==> src/rtl/cpe_pkg.sv <==
// Shared types for the processor memory path: word width, arbiter states and port owners.
package cpe_pkg;

   localparam int unsigned WORD = 16;

   typedef enum logic [1:0] {IDLE, ISSUE, WAIT} arb_state_t;
   typedef enum logic {OWN_I, OWN_D} owner_t;

   // A lone request always wins; on a tie, round-robin favours the port that did not go last.
   function automatic owner_t arb_pick(input logic i_req, input logic d_req, input logic rr,
                                       input owner_t last);
      if (i_req && d_req) begin
         if (rr) return (last == OWN_D) ? OWN_I : OWN_D;
         return OWN_D;
      end
      if (d_req) return OWN_D;
      return OWN_I;
   endfunction

endpackage

==> src/rtl/mem_arb_lat_ctr.sv <==
// Loadable down-counter that times the memory read latency; term marks the capture cycle.
module mem_arb_lat_ctr #(
   parameter int unsigned MEM_LAT = 1
) (
   input  logic clk,
   input  logic reset,
   input  logic load,
   input  logic dec,
   output logic term
);

   localparam int unsigned CW = $clog2(MEM_LAT + 1);

   logic [CW-1:0] cnt;

   always_ff @(posedge clk or posedge reset) begin
      if (reset) begin
         cnt <= '0;
      end else if (load) begin
         cnt <= CW'(MEM_LAT);
      end else if (dec && (cnt != '0)) begin
         cnt <= cnt - CW'(1);
      end
   end

   assign term = (cnt == CW'(1));

endmodule

==> src/rtl/mem_port_arbiter.sv <==
// Fetch/load-store arbiter for the single-ported unified memory.
// Define MEM_ARB_RR_EN for round-robin tie-breaking; otherwise D always wins.
module mem_port_arbiter
   import cpe_pkg::*;
#(
   parameter int unsigned ADDR_W  = 16,
   parameter int unsigned DATA_W  = WORD,
   parameter int unsigned MEM_LAT = 1
) (
   input  logic              clk,
   input  logic              reset,
   input  logic              i_req,
   input  logic [ADDR_W-1:0] i_addr,
   output logic              i_ready,
   output logic              i_rvalid,
   output logic [DATA_W-1:0] i_rdata,
   input  logic              d_req,
   input  logic              d_we,
   input  logic [ADDR_W-1:0] d_addr,
   input  logic [DATA_W-1:0] d_wdata,
   output logic              d_ready,
   output logic              d_rvalid,
   output logic [DATA_W-1:0] d_rdata,
   output logic              mem_en,
   output logic              mem_we,
   output logic [ADDR_W-1:0] mem_addr,
   output logic [DATA_W-1:0] mem_wdata,
   input  logic [DATA_W-1:0] mem_rdata,
   output logic              busy
);

   arb_state_t state;
   owner_t     owner;
   owner_t     grant;
   logic       lat_term;

`ifdef MEM_ARB_RR_EN
   owner_t last_owner;

   always_ff @(posedge clk or posedge reset) begin
      if (reset) begin
         last_owner <= OWN_I;
      end else if ((state == IDLE) && (i_req || d_req)) begin
         last_owner <= grant;
      end
   end

   always_comb grant = arb_pick(i_req, d_req, 1'b1, last_owner);
`else
   always_comb grant = arb_pick(i_req, d_req, 1'b0, OWN_I);
`endif

   // mem_we stays high through ISSUE only for a store, so it also selects the exit path.
   mem_arb_lat_ctr #(
      .MEM_LAT(MEM_LAT)
   ) u_lat_ctr (
      .clk  (clk),
      .reset(reset),
      .load ((state == ISSUE) && !mem_we),
      .dec  (state == WAIT),
      .term (lat_term)
   );

   always_ff @(posedge clk or posedge reset) begin
      if (reset) begin
         state     <= IDLE;
         owner     <= OWN_I;
         i_ready   <= 1'b0;
         d_ready   <= 1'b0;
         i_rvalid  <= 1'b0;
         d_rvalid  <= 1'b0;
         mem_en    <= 1'b0;
         mem_we    <= 1'b0;
         mem_addr  <= '0;
         mem_wdata <= '0;
         i_rdata   <= '0;
         d_rdata   <= '0;
      end else begin
         i_ready  <= 1'b0;
         d_ready  <= 1'b0;
         i_rvalid <= 1'b0;
         d_rvalid <= 1'b0;
         mem_en   <= 1'b0;
         mem_we   <= 1'b0;
         unique case (state)
            IDLE: begin
               if (i_req || d_req) begin
                  state  <= ISSUE;
                  owner  <= grant;
                  mem_en <= 1'b1;
                  if (grant == OWN_D) begin
                     d_ready   <= 1'b1;
                     mem_we    <= d_we;
                     mem_addr  <= d_addr;
                     mem_wdata <= d_wdata;
                  end else begin
                     i_ready  <= 1'b1;
                     mem_addr <= i_addr;
                  end
               end
            end
            ISSUE: begin
               state <= mem_we ? IDLE : WAIT;
            end
            WAIT: begin
               if (lat_term) begin
                  state <= IDLE;
                  if (owner == OWN_D) begin
                     d_rdata  <= mem_rdata;
                     d_rvalid <= 1'b1;
                  end else begin
                     i_rdata  <= mem_rdata;
                     i_rvalid <= 1'b1;
                  end
               end
            end
            default: state <= IDLE;
         endcase
      end
   end

   assign busy = (state != IDLE);

endmodule
==> config.mk <==
export PLATFORM = sky130hd
export DESIGN_NAME = mem_port_arbiter
export DESIGN_NICKNAME = d
export VERILOG_FILES = /design/src/rtl/cpe_pkg.sv /design/src/rtl/mem_arb_lat_ctr.sv /design/src/rtl/mem_port_arbiter.sv
export SDC_FILE = /design/constraint.sdc
export NUM_CORES = 1
export LEC_CHECK = 0
export CAP_MARGIN = 20
export CELL_PAD_IN_SITES_DETAIL_PLACEMENT = 2
export CELL_PAD_IN_SITES_GLOBAL_PLACEMENT = 2
export CORE_MARGIN = 2
export CORE_UTILIZATION = 26
export CTS_CLUSTER_DIAMETER = 60
export CTS_CLUSTER_SIZE = 24
export DETAILED_ROUTE_END_ITERATION = 10
export PLACE_DENSITY = 0.85
export SLEW_MARGIN = 10
export SYNTH_ARGS = -nofsm -noshare
export SYNTH_HDL_FRONTEND = slang
export SYNTH_SLANG_ARGS = --single-unit
==> constraint.sdc <==
create_clock -name clk -period 2.71 [get_ports clk]
set_clock_uncertainty 0.15 [all_clocks]
set_input_delay 0.271 -clock clk [delete_from_list [all_inputs] [get_ports clk]]
set_output_delay 0.271 -clock clk [all_outputs]
set_load 0.02 [all_outputs]
=== After elaboration in Yosys (flattened, before gate mapping) ===
Index checks and enable logic that the tools add are counted.

* Flip-flop bits (word level): 74
* Input bits: 69
* Output and inout bits: 71

* $add $sub $neg: 1
* Eq/ne operators: 4
* Muxes and demuxes: 31
* Bitwise gates (word level): 1
* Reductions and logical operators: 13

{| class="wikitable"
|+ Operator list
! cell !! count
|-
| 2-to-1 mux 1 bit || 26
|-
| 2-to-1 mux 16 bit || 1
|-
| AND reduction 3 bit || 3
|-
| 2-to-1 mux 2 bit || 3
|-
| one-hot mux 2 bit (3 select lines) || 1
|-
| != test 2 bit (second input constant) || 2
|-
| AND reduction 2 bit || 2
|-
| nonzero test 2 bit || 2
|-
| logical AND 1 bit || 3
|-
| == test 2 x 1 -> 1 bit (second input constant) || 1
|-
| == test 2 bit (second input constant) || 1
|-
| logical NOT 2 bit || 1
|-
| logical NOT 1 bit || 1
|-
| logical OR 1 bit || 1
|-
| NOT 1 bit || 1
|-
| subtractor 1 bit (second input constant) || 1
|}

=== Depth between registers and ports, before layout ===
Gate-level depths: netlist (run 1).

* Depth in word-level cells: 8
* Gate-level depth with buffers: 5
* Gate-level depth less buffers: 3

=== By module ===
A second synthesis (run 1) with hierarchy kept.

* Cells, all modules: 182
* Area, all modules: 2990.4 sq um

{| class="wikitable"
|+ Modules (own cells, without submodules)
! module !! instances !! cells each !! area each (sq um) !! sequential area each (sq um)
|-
| mem_port_arbiter || 1 || 178 || 2950.3 || 1826.8
|-
| mem_arb_lat_ctr || 1 || 4 || 40.0 || 25.0
|}

=== Least setup slack after synthesis (run 1) ===
No wires, ideal clock.

* Path type: register to register
* From: register state[0]
* To: register i_rdata[0]
* Arrival: 1.424 ns
* Required time: 2.435 ns
* Path slack: 1.011 ns
* Stages on the path, launching flop included: 5
* Clock period less this slack: 1.699 ns
* Path through: dfrtp_1 > nand2b_1 > nor3b_4 > buf_6 > mux2_2

* Longest elaborated chain between the ends: 2

{| class="wikitable"
|+ Ends and longest elaborated chain
! what !! line !! text
|-
| start: declaration || mem_port_arbiter.sv:32 || <nowiki>arb_state_t state;</nowiki>
|-
| start signal: assignment || mem_port_arbiter.sv:103 || <nowiki>state <= mem_we ? IDLE : WAIT;</nowiki>
|-
| == test 2 bit || mem_port_arbiter.sv:85 || <nowiki>unique case (state)</nowiki>
|-
| AND reduction 3 bit (no source line) || -- ||
|-
| end signal: assignment || mem_port_arbiter.sv:112 || <nowiki>i_rdata <= mem_rdata;</nowiki>
|-
| end: declaration || mem_port_arbiter.sv:16 || <nowiki>output logic [DATA_W-1:0] i_rdata,</nowiki>
|}

Every way passes these cells.
A chain may end at the register's enable or synchronous reset.

=== Final worst setup path (run 1) ===
* From: register state[1]
* To: output port busy

* Longest elaborated chain between the ends: 1

{| class="wikitable"
|+ Ends and longest elaborated chain
! what !! line !! text
|-
| nonzero test 2 bit || mem_port_arbiter.sv:122 || <nowiki>assign busy = (state != IDLE);</nowiki>
|-
| end: declaration || mem_port_arbiter.sv:29 || <nowiki>output logic busy</nowiki>
|}

Every way passes these cells.

==> impl_metrics.toml, run 1 <==
[pwr]
p_leak_nw = 1.926
ir_drop_uv = 415.0
power_density_mw_per_mm2 = 1187

[timing]
max_freq_mhz = 465.1
hold_slack_ps = 201.1
period_needed_ps = 2150
tightest_slew_ps = 634.2
period_share_pct = 79.34
slew_headroom_pct = 57.56
drv_slew = 0
rsz0062_at_grt = "false"
finalSetupViolCount = 0
hold_violations = 0
fin_tns_setup_ps = 0

[cts]
worstSkewPairLatency_ps = 350
cts_buffers = 9
postCtsHoldBufs = 0
clockBufferDepth = 2
cts_tree = "yes"
clkTransAtPathRegs_ps = 90
cts_root_buf = "clkbuf_8"
clock_sinks = 74
cts_max_level = 3
cts-resized-gates = 0
cts_setup_buffers = 0

[critical_path]
crit_type = "reg2out"
cp-start-kind = "flop"
ff2ff_path_depth = 4
crit_fanout = 6
critPathRequiredTime_ps = 2290
cp.arrival_ps = 1730
end_kind = "output pin"

[routing]
route.detailed.drc = 0
dr.pass1.iters = 2
vias = 2050
drtIter0Drc = 53
viasPerCell = 4.334
drt_wl_total_um = 7987
wl_per_cell_um = 16.89
ant_nets = 0

[cells_and_area]
syn2layout_area_growth_pct = 59.68
antenna_cells = 0
nets = 397
layout-drive-gt1-share_pct = 30.63

[grt]
grt_pass1_wl_um = 12790
grt_max_degree = 75
track_usage_pct = 14.13
grt_pass1_vias = 2419
antenna_found_initial = 0
grt.overflow.total = 0

[floorplanning]
rows = 38
die-area_mm2 = 0.01212
coreArea_mm2 = 0.01089
start_util_pct = 26.88
dieHeight_um = 110.1
io_pins = 140
die_w_um = 110.1

[flow_run]
max-cap-violations = 0

[hold_path]
hold_path.class = "in2async"

[synthesis]
synth_seq_area_share_pct = 63.27
yosys.cell_types.count = 16
syn_area_mm2 = 0.002927
synth_seq_cells = 74
syn_area_per_cell_um2 = 16.17
synthCells = 181
synth_nets = 250
synth-warning-count = 0

[run_status]
status = "completed"

[place]
place_congestion = 0.6473
port_buffers = 139
hpwl_um = 6005
-- worst paths after layout --
path,startpoint,end,slack [ps]
max in group asynchronous,reset,i_rdata[6],1890
setup / recovery,state[1],busy,560
hold reg to reg,i_rdata[0],i_rdata[0],360
hold / removal,reset,mem_wdata[14],200
setup reg to reg,state[1],mem_addr[1],830
min in group clk,i_rdata[0],i_rdata[0],360
-- worst max-delay path, cell delays in order (launching register included) --
cell	delay, ps
dfrtp_1	430
nor2_1	300
inv_1	80
clkdlybuf4s50_1	570
-- metal layers --
layer	part of all wire (%)	routed length (um)	up-vias	track usage, %
li1	-	-	931	-
met1	37	2932	1025	14.96
met2	54	4275	85	25.72
met3	8.4	670	9	4.879
met4	1.4	110	0	5.357
met5	0	0	-	0
-- cell usage in the layout, fill, tap and decap left out, drive strengths merged, types with 2 or more instances in the layout --
| cell | n |
|---|---|
| nand2 | 4 |
| buf | 5 |
| clkbuf | 11 |
| inv | 3 |
| o21a | 2 |
| nor2 | 3 |
| clkinvlp | 2 |
| dfrtp | 74 |
| clkdlybuf4s50 | 139 |
| mux2 | 80 |
| clkinv | 2 |
-- registers in the layout, indices dropped and copies added, names as in the netlist, 2 cells and up --
signal / flops
d_rdata: 16
i_rdata: 16
mem_addr: 16
mem_wdata: 16
state: 2
-- synth_stat cells --
master    number  area share [%]
mux2_2        80              31
dfrtp_1       74              63
buf_4          4             1.0
nand2_1        4            0.51
buf_2          3            0.51
inv_1          3            0.38
nor2_1         3            0.38
o21a_1         2            0.51
a21o_1         1            0.26
and2_1         1            0.21
and3_1         1            0.21
buf_6          1            0.38
nand2b_1       1            0.21
nand4b_2       1            0.51
nor3b_4        1            0.64
o21ai_0        1            0.17
-- power breakdown --
group	switching (mW)	total, mW	leakage [nW]	internal, mW
logic	1.26	2.77	0.955	1.51
clock network	0.402	0.825	0.0893	0.423
registers	0.299	1.95	0.882	1.65
total	1.96	5.55	1.93	3.58
-- cell families after synthesis --
group | Yosys count | synth area share, %
multiplexers | 80 | 30.78
flip-flops | 74 | 63.28
AND/OR/NAND/NOR | 12 | 2.694
buffers and inverters | 11 | 2.309
AO/OA/AOI/OAI | 4 | 0.9404
-- layout make-up --
cell class / instances / area [um^2]
Fill cell: 1088 / 6215
Sequential cell: 74 / 1852
Timing Repair Buffer: 144 / 1441
Multi-Input combinational cell: 96 / 1007
Tap cell: 140 / 175.2
Clock buffer: 11 / 131.4
Clock inverter: 5 / 55.05
Inverter: 3 / 11.26
-- through the flow --
stage | instances | power [mW] | utilization (%) | setup WS (ps) | instance area, um^2
after floorplan | 181 | 3.391 | - | 407.4 | 2927
after global placement | 457 | 4.690 | 41.21 | 628.7 | 4487
after detailed placement | 457 | 4.803 | 41.21 | 594.6 | 4487
after CTS | 473 | 5.672 | 42.92 | 517.1 | 4673
after global routing | 473 | 5.916 | 42.92 | 455.5 | 4673
final | 473 | 5.546 | 42.92 | 559.8 | 4673
No activity file was read; power rests on OpenSTA's default activity.
==> inputs of run 2 (changes only) <==
CORE_UTILIZATION = 23   (was 26)
PLACE_DENSITY = 0.8   (was 0.85)
clock period = 1.8 ns   (was 2.71 ns; I/O delays follow)
==> impl_metrics.toml, run 2 (same netlist as run 1, synthesis figures left out) <==
[place]
hpwl_um = 5877
port_buffers = 139
dpl_cell_area_mm2 = 0.004611
place_congestion = 0.6835

[grt]
grt.overflow.total = 0
grt_pass1_wl_um = 12590
antenna_found_initial = 0
track_usage_pct = 12.46
grt_pass1_vias = 2389
grt_max_degree = 75

[cts]
worstSkewPairLatency_ps = 340
cts_tree = "yes"
cts_root_buf = "clkbuf_16"
cts_buffers = 9
clockBufferDepth = 2
cts_max_level = 3
clock_sinks = 74
clkTransAtPathRegs_ps = 60
cts_setup_buffers = 0

[pwr]
power_density_mw_per_mm2 = 1830
p_leak_nw = 2.011
ir_drop_uv = 707.7

[critical_path]
cp-start-kind = "flop"
cp.arrival_ps = 1340
end_kind = "output pin"
crit_fanout = 4
crit_type = "reg2out"
critPathRequiredTime_ps = 1470

[cells_and_area]
mostFrequentLayoutCell = "clkdlybuf4s50_1"
mostFrequentLayoutCells = "138 x clkdlybuf4s50_1, 80 x mux2_2, 74 x dfrtp_1, 9 x clkbuf_16, 5 x buf_12"
layout-drive-gt1-share_pct = 32.05
antenna_cells = 0
syn2layout_area_growth_pct = 67.38
finalInstanceArea_mm2 = 0.004898
nets = 401
post-route-util_pct = 39.13

[floorplanning]
coreArea_mm2 = 0.01252
start_util_pct = 23.38
die_w_um = 116.8
dieHeight_um = 116.8
io_pins = 140
die-area_mm2 = 0.01364
rows = 41

[routing]
ant_nets = 0
dr.pass1.iters = 2
drt_wl_total_um = 8040
viasPerCell = 4.077
drtIter0Drc = 43
route.detailed.drc = 0
vias = 2075
wl_per_cell_um = 15.80

[timing]
period_share_pct = 92.64
rsz0062_at_grt = "false"
tightest_slew_ps = 404.7
slew_headroom_pct = 73.02
period_needed_ps = 1667
hold_violations = 0
finalSetupViolCount = 0
drv_slew = 0
max_freq_mhz = 599.7

[flow_run]
max-cap-violations = 0

[hold_path]
hold_path.class = "in2async"

[run_status]
status = "completed"
-- run 2: path summary, 6_finish.rpt --
path	from	to	slack, ps	cells past startpoint
setup / recovery	state[1]	busy	130	3
hold / removal	reset	i_rdata[13]	200	3
setup reg to reg	state[0]	i_rdata[4]	150	4
hold reg to reg	i_rdata[0]	i_rdata[0]	350	1
max in group asynchronous	reset	mem_wdata[5]	990	3
min in group clk	d_we	mem_we	300	2
-- run 2: per-stage QoR --
stage / setup WS (ps) / instances / TNS, ps / power (mW) / hold slack (ps)
floorplan: 100.8 / 181 / 0 / 5.105 / 147.0
global placement: 10.94 / 493 / 0 / 7.187 / 339.3
detailed placement: -32.73 / 493 / -207.2 / 7.335 / 344.9
CTS: 98.25 / 509 / 0 / 9.167 / 219.3
finish: 132.5 / 509 / 0 / 8.965 / 201.9
global route: 58.74 / 509 / 0 / 9.505 / 238.0
-- run 2: report_power, final --
group / internal, mW / leakage [nW] / total, mW / switching [mW]
clock: 1.06 / 0.142 / 1.75 / 0.683
combinational: 2.36 / 0.987 / 4.30 / 1.93
sequential: 2.49 / 0.882 / 2.92 / 0.436
total: 5.91 / 2.01 / 8.97 / 3.05
-- run 2: routing by layer --
layer | GRT usage [%] | routed length (um)
met1 | 12.76 | 3027
met4 | 3.294 | 80
met5 | 0 | 0
met3 | 6.231 | 690
met2 | 22.58 | 4242
-- run 2: timing repair --
action / in CTS / in global routing
resized for setup: 2 / 0
setup endpoints to repair: 1 / 0
hold buffers: 0 / 0
-- run 2: final cells by class --
class,count,area (um^2)
fill,1310,7619
sequential,74,1852
timing repair buffer,148,1520
multi-input combinational,96,1010
clock buffer,10,229.0
tap,172,215.2
clock inverter,6,57.56
inverter,3,15.01
-- run 2: worst max-delay path, cell delays in order, from the launching register on --
cell           delay [ps]
dfrtp_1               420
nor2_2                200
inv_1                  60
dlygate4sd2_1         320
==> inputs of run 3 (changes only) <==
ABC_CLOCK_PERIOD_IN_PS = 1800   (was default)
GPL_TIMING_DRIVEN = 0   (was default)
==> impl_metrics.toml, run 3 (same netlist as run 1, synthesis figures left out) <==
[run_status]
status = "completed"

[timing]
drv_slew = 0
hold_slack_ps = 76.99
period_needed_ps = 1714
hold_violations = 0
period_share_pct = 95.20
slew_headroom_pct = 69.10
fin_ws_ps = 86.44
tightest_slew_ps = 462.5
fin_tns_setup_ps = 0
finalSetupViolCount = 0
max_freq_mhz = 583.6
rsz0062_at_grt = "true"

[floorplanning]
die_w_um = 116.8
io_pins = 140
start_util_pct = 23.38
rows = 41
die-area_mm2 = 0.01364
dieHeight_um = 116.8
coreArea_mm2 = 0.01252

[cts]
cts_tree = "yes"
clockBufferDepth = 2
worstSkewPairLatency_ps = 330
postCtsHoldBufs = 0
clkTransAtPathRegs_ps = 60
cts_buffers = 9
clock_sinks = 74
cts_max_level = 3
cts_root_buf = "clkbuf_16"

[cells_and_area]
mostFrequentLayoutCell = "clkdlybuf4s50_1"
fill_cells = 1283
syn2layout_area_growth_pct = 67.29
multiInputGateArea_mm2 = 0.001023
seq_area_mm2 = 0.001852
layout-drive-gt1-share_pct = 31.66
antenna_cells = 0
nets = 402
mostFrequentLayoutCells = "138 x clkdlybuf4s50_1, 80 x mux2_2, 74 x dfrtp_1, 9 x clkbuf_16, 5 x buf_4"
finalInstanceArea_mm2 = 0.004896
post-route-util_pct = 39.11

[routing]
vias = 2096
route.detailed.drc = 0
dr.pass1.iters = 4
ant_nets = 0
drt_wl_total_um = 8132
drtIter0Drc = 68
viasPerCell = 4.110
wl_per_cell_um = 15.95

[pwr]
power_density_mw_per_mm2 = 1834
p_leak_nw = 2.015
ir_drop_uv = 564.5

[critical_path]
crit_family = "simple AND/OR/NAND/NOR gates"
critPathRequiredTime_ps = 1860
path_buf_inv = 1
critPathLaunch = "state[0]"
slowest_delay_ps = 430
cp-start-kind = "flop"
crit_type = "reg2reg"
regToRegStartpoint = "state[0]"
end_kind = "flop"
slowest_stage = "dfrtp_1"
ff2ff_path_depth = 4
cp.arrival_ps = 1770
crit_fanout = 10
cp_num_cells = 4
path_cells = "nand2b_1, nor3b_4, buf_6, mux2_2"

[grt]
grt_pass1_wl_um = 13010
grt_pass1_vias = 2444
grt.overflow.total = 0
antenna_found_initial = 0
grt_max_degree = 33
track_usage_pct = 12.81

[place]
hpwl_um = 6223
dpl_worst_slack_ps = -389.8
port_buffers = 139
dpl_cell_area_mm2 = 0.004577
place_congestion = 0.6493

[hold_path]
hold_path.class = "in2async"

[flow_run]
max-cap-violations = 0
run 3: changes by cell type in the layout (fill, tap and decap cells not counted), sizes merged:
cell,previous run,this run
clkinvlp,2,1
clkinv,4,1
clkbuf,10,15
run 3: metal layers:
layer	vias to the layer above	track usage [%]	part of all wire, %
met1	1059	14.07	37
met4	0	5.176	1.6
met2	85	22.47	53
li1	942	-	-
met5	-	0	0
met3	10	4.686	8.3
run 3: worst register-to-register path: cells and delay by family (launching register included):
kind	cells	cell delay, ps
simple gates	2	480
flops	1	430
mux	1	340
buf+inv	1	190
run 3: metrics by stage:
step,total power [mW],instances
floorplan,5.105,181
global placement,7.111,492
detailed placement,7.279,494
CTS,9.181,512
global route,9.560,510
finish,8.979,510
run 3: layout make-up:
type | count | share of cell area (%)
buffer | 6 | 0.9456
clock buffer | 14 | 5.392
clock inverter | 2 | 0.7156
inverter | 3 | 0.3067
multi-input combinational | 96 | 20.90
sequential | 74 | 37.82
tap | 172 | 4.396
timing repair buffer | 143 | 29.52
run 3: power by group:
part | total (mW) | internal, mW | switching, mW
Sequential | 2.96 | 2.49 | 0.469
Clock | 1.80 | 1.15 | 0.652
Combinational | 4.22 | 2.30 | 1.92
Total | 8.98 | 5.94 | 3.04
run 3: final timing paths:
kind	slack, ps	to
max in group asynchronous	920	i_rdata[6]
setup reg to reg	90	i_rdata[1]
min in group clk	290	mem_we
hold / removal	80	mem_wdata[9]
hold reg to reg	350	d_rdata[2]
setup / recovery	90	i_rdata[1]
run 3: what timing repair did:
item / 4_1_cts / 5_1_grt
buffers inserted: 2 / 0
resized for setup: 4 / 2
setup endpoints to repair: 34 / 37
pin swaps: 1 / 1
